==> src/rtl/eth_tx_framer.sv <==
// Packs 32-bit words into Ethernet frames: 4 header words + PAYLOAD_WORDS payload; first word 1 cycle after i_vld.
// Output register holds while i_tx_rdy=0; optional trailing payload-sum word when TX_SUM_EN is defined.
module eth_tx_framer #(
    parameter logic [47:0] DST_MAC       = 48'hFFFF_FFFF_FFFF,
    parameter logic [47:0] SRC_MAC       = 48'h0002_0304_0506,
    parameter logic [15:0] ETHERTYPE     = 16'h88B5,
    parameter int unsigned PAYLOAD_WORDS = 64
) (
    input  logic        clk,
    input  logic        reset,
    input  logic [31:0] i_data,
    input  logic        i_vld,
    output logic        o_rdy,
    output logic [31:0] o_tx_data,
    output logic        o_tx_vld,
    output logic        o_tx_sop,
    output logic        o_tx_eop,
    output logic [1:0]  o_tx_mod,
    input  logic        i_tx_rdy
);
    typedef enum logic [1:0] {IDLE, HDR, PAY, SUM} state_t;

    localparam logic [8:0] LAST_IDX = 9'(PAYLOAD_WORDS - 1);

    state_t      state;
    logic [8:0]  idx;
    logic [15:0] seq;
    logic [31:0] hdr_word;
    logic        load;
`ifdef TX_SUM_EN
    logic [31:0] acc;
`endif

    assign load     = !o_tx_vld || i_tx_rdy;
    assign o_rdy    = (state == PAY) && load;
    assign o_tx_mod = 2'd0;

    // w0 is loaded directly from IDLE; this covers w1..w3 by header index
    always_comb begin
        hdr_word = {ETHERTYPE, seq};
        case (idx[1:0])
            2'd1:    hdr_word = {DST_MAC[15:0], SRC_MAC[47:32]};
            2'd2:    hdr_word = SRC_MAC[31:0];
            default: hdr_word = {ETHERTYPE, seq};
        endcase
    end

    always_ff @(posedge clk or posedge reset) begin
        if (reset) begin
            state     <= IDLE;
            idx       <= 9'd0;
            seq       <= 16'd0;
            o_tx_data <= 32'd0;
            o_tx_vld  <= 1'b0;
            o_tx_sop  <= 1'b0;
            o_tx_eop  <= 1'b0;
`ifdef TX_SUM_EN
            acc       <= 32'd0;
`endif
        end else begin
            if (o_tx_vld && i_tx_rdy && o_tx_eop)
                seq <= seq + 16'd1;
            if (load) begin
                o_tx_vld <= 1'b0;
                o_tx_sop <= 1'b0;
                o_tx_eop <= 1'b0;
                case (state)
                    IDLE: begin
                        if (i_vld) begin
                            o_tx_data <= DST_MAC[47:16];
                            o_tx_vld  <= 1'b1;
                            o_tx_sop  <= 1'b1;
                            idx       <= 9'd1;
                            state     <= HDR;
`ifdef TX_SUM_EN
                            acc       <= 32'd0;
`endif
                        end
                    end
                    HDR: begin
                        o_tx_data <= hdr_word;
                        o_tx_vld  <= 1'b1;
                        if (idx == 9'd3) begin
                            idx   <= 9'd0;
                            state <= PAY;
                        end else begin
                            idx <= idx + 9'd1;
                        end
                    end
                    PAY: begin
                        // a missing upstream word leaves a bubble; idx counts accepted words only
                        if (i_vld) begin
                            o_tx_data <= i_data;
                            o_tx_vld  <= 1'b1;
`ifdef TX_SUM_EN
                            acc       <= acc + i_data;
`endif
                            if (idx == LAST_IDX) begin
                                idx   <= 9'd0;
`ifdef TX_SUM_EN
                                state <= SUM;
`else
                                o_tx_eop <= 1'b1;
                                state    <= IDLE;
`endif
                            end else begin
                                idx <= idx + 9'd1;
                            end
                        end
                    end
`ifdef TX_SUM_EN
                    SUM: begin
                        o_tx_data <= acc;
                        o_tx_vld  <= 1'b1;
                        o_tx_eop  <= 1'b1;
                        state     <= IDLE;
                    end
`endif
                    default: state <= IDLE;
                endcase
            end
        end
    end
endmodule

==> config.mk <==
export PLATFORM = sky130hd
export DESIGN_NAME = eth_tx_framer
export DESIGN_NICKNAME = d
export VERILOG_FILES = /design/src/rtl/eth_tx_framer.sv
export SDC_FILE = /design/constraint.sdc
export NUM_CORES = 1
export LEC_CHECK = 0
export BUFFER_PORTS_ARGS = -buffer_cell sky130_fd_sc_hd__buf_2
export CORE_ASPECT_RATIO = 1.2
export CORE_MARGIN = 3
export CORE_UTILIZATION = 45
export DETAILED_ROUTE_END_ITERATION = 12
export GPL_TIMING_DRIVEN = 0
export PLACE_DENSITY = 0.83
export SYNTH_ARGS = -nofsm -noshare
export SYNTH_HDL_FRONTEND = slang
export SYNTH_SLANG_ARGS = --single-unit
==> constraint.sdc <==
create_clock -name clk -period 1.98 [get_ports clk]
set_input_delay 0.396 -clock clk [delete_from_list [all_inputs] [get_ports clk]]
set_output_delay 0.396 -clock clk [all_outputs]
set_load 0.02 [all_outputs]
==> reports/qor.yml <==
ys_types: 38
io_buffers: 71
pwr_density_cell_nw_per_um2: 1620
vias: 2912
fin_crit_ns: 1.96
grtUsageMet2_pct: 36.8
fillers: 533
hold_class: "in2async"
crit_path_start_kind: "flop"
ys_seq_elements: 62
yosysWarnings: 0
tightest_slew_ns: 0.634
die_w_microns: 81.4
reg2reg_from: "idx[1]"
drt_pass1_iterations: 5
grt_pass1_vias: 2825
critical_path_required_ns: 2.21
outcome: "finished, final reports clean"
power.leakage_nw: 1.74
cts.sinks: 62
synth-edff-count: 0
netlist_instances: 325
met3_usage_pct: 3.25
drc: 0
clock_latency_ns: 0.35
hold_violations: 0
place_hpwl_microns: 5640
gp_congestion: 0.863
drive_gt1_share_pct: 32.9
h-tree-depth: 3
timing.fmax_ghz: 0.510
ant_nets: 0
row_count: 32
syn2layout_area_growth_pct: 29.8
diodes: 0
multiInputGateArea_sq_um: 1490
grt_pass1_wl_microns: 13000
fp.dieH_microns: 96.5
total_power_w: 0.00643
coreArea_sq_um: 6530
wl_per_cell_microns: 16.1
slew_headroom_pct: 57.4
async_flop_share_pct: 100
setup_violations: 0
wl_microns: 8190
dieArea_sq_um: 7850
overflow: 0
grt_antenna_before_repair: 0
most-common-layout-cells: "buf_2 (71), nand2_1 (69), dfrtp_1 (60)"
cp-startpoint: "idx[1]"
ys_seq_area_share_pct: 50.6
start_util_pct: 47.0
finalCritPeriodShare_pct: 99.1
rsz0062_at_grt: "yes"
clockRootBuffer: "clkbuf_8"
clk_pin_slew_worst_paths_ns: 0.08
layout_commonest_cell: "buf_2"
layout.area.seq_sq_um: 1550
io_pins: 74
synth_area_sq_um: 3070
nNetsFinal: 464
syn_area_per_cell_sq_um: 9.44
worstPathArrival_ns: 2.19
grtUsageMet1_pct: 26.5
dr.first_iter.drc_count: 257
skew_ns: 0.0133
ir_worst_vdd_mv: 0.841
clk_path_buf_depth: 2
tritoncts: "built"
grt.total_usage_pct: 21.7
setup_tns_ns: 0
cts_hold_buf: 0
final_max_slew_viol_count: 0
maxCapViolations: 0
end_kind: "flop"
top_usage_layer: "met2"
numCtsBuffers: 9
worst-path-max-fanout: 6
synth-main-ff-cell: "dfrtp_1"
criticalPathCategory: "reg2reg"
routed_via_density: 5.73
grt_max_degree: 41
-- power by group --
group | switching [W] | internal [W] | leakage [nW]
registers | 0.000305 | 0.00171 | 0.758
clock network | 0.000528 | 0.000621 | 0.0993
logic | 0.00205 | 0.00123 | 0.886
-- worst max-delay path, stage by stage (launching register included) --
cell and delay [ns]:
dfrtp_2 0.44, ha_4 0.18, nor4b_4 0.20, buf_4 0.21, a21oi_1 0.10, nor4_2 0.32
mux2_2 0.38
-- path summary, 6_finish.rpt --
kind,to,slack (ns),cells after the start
min,o_tx_data[26],0.06,2
max reg2reg,state[0],0.02,6
min in group clk,o_tx_data[24],0.33,3
min reg2reg,o_tx_sop,0.48,2
max,state[0],0.02,6
max in group asynchronous,state[0],1.30,3
-- registers in the layout, indices dropped and copies added, names as in the netlist --
name / flops
state: 2
idx: 9
o_tx_data: 32
o_tx_eop: 1
seq: 16
o_tx_vld: 1
o_tx_sop: 1
-- cells in the mapped netlist (4+ instances only) --
cell       count  area (sq um)
nand2_1       69           259
dfrtp_1       62          1550
o21ai_0       24           120
a21oi_1       21           105
nor2_1        20          75.1
xnor2_1       14           123
a41oi_1       13           114
clkbuf_1      12          45.0
ha_1          10           125
inv_1          9          33.8
nand4_1        9          56.3
nand3_1        7          35.0
o211ai_1       7          52.6
o2111ai_1      5          43.8
buf_2          4          20.0
nor3_1         4          20.0
nor4_1         4          25.0
-- area by class of cell --
type                       instances  share of cell area [%]
clock buffer                      10                    3.46
inverter                           9                   0.848
sequential                        62                    39.0
clock inverter                     6                    1.70
multi-input combinational        236                    37.3
tap                               85                    2.67
timing repair buffer              84                    11.7
buffer                            16                    3.24
-- per-stage QoR --
stage	setup slack [ns]	hold WS (ns)	cell area (sq um)	util, %	instances
final	0.0182	0.0609	3980	61.0	508
after detailed placement	-0.267	0.454	3560	54.5	483
after global routing	-0.0399	0.0943	3980	61.0	508
after CTS	-0.0281	0.0778	3870	59.3	501
after floorplan	0.0100	0.445	3070	-	326
after global placement	-0.681	0.458	3540	54.2	482
-- logic make-up (layout without fill, tap and decap cells) --
family | Yosys count | count (layout) | synth area share [%]
AND/OR/NAND/NOR | 124 | 124 | 18.3
adder cells (fa/ha/maj) | 10 | 10 | 4.08
flip-flops | 62 | 62 | 50.6
other | 1 | 2 | 0.122
XOR/XNOR | 15 | 15 | 4.28
buffers and inverters | 28 | 125 | 4.08
AO/OA/AOI/OAI | 81 | 81 | 17.2
multiplexers | 4 | 4 | 1.39
-- layer usage --
metal | wire [microns] | up-vias | share of wire [%]
met4 | 200 | 0 | 2.4
li1 | - | 1332 | -
met3 | 544 | 21 | 6.6
met1 | 3310 | 1425 | 40
met2 | 4140 | 134 | 50
met5 | 0 | - | 0
-- repair_timing --
item / 4_1_cts / 5_1_grt
endpoints found under the setup margin: 43 / 30
pin swaps: 1 / 2
setup buffers: 5 / 7
resized for setup: 27 / 21
Power figures use the tool's default switching activity.
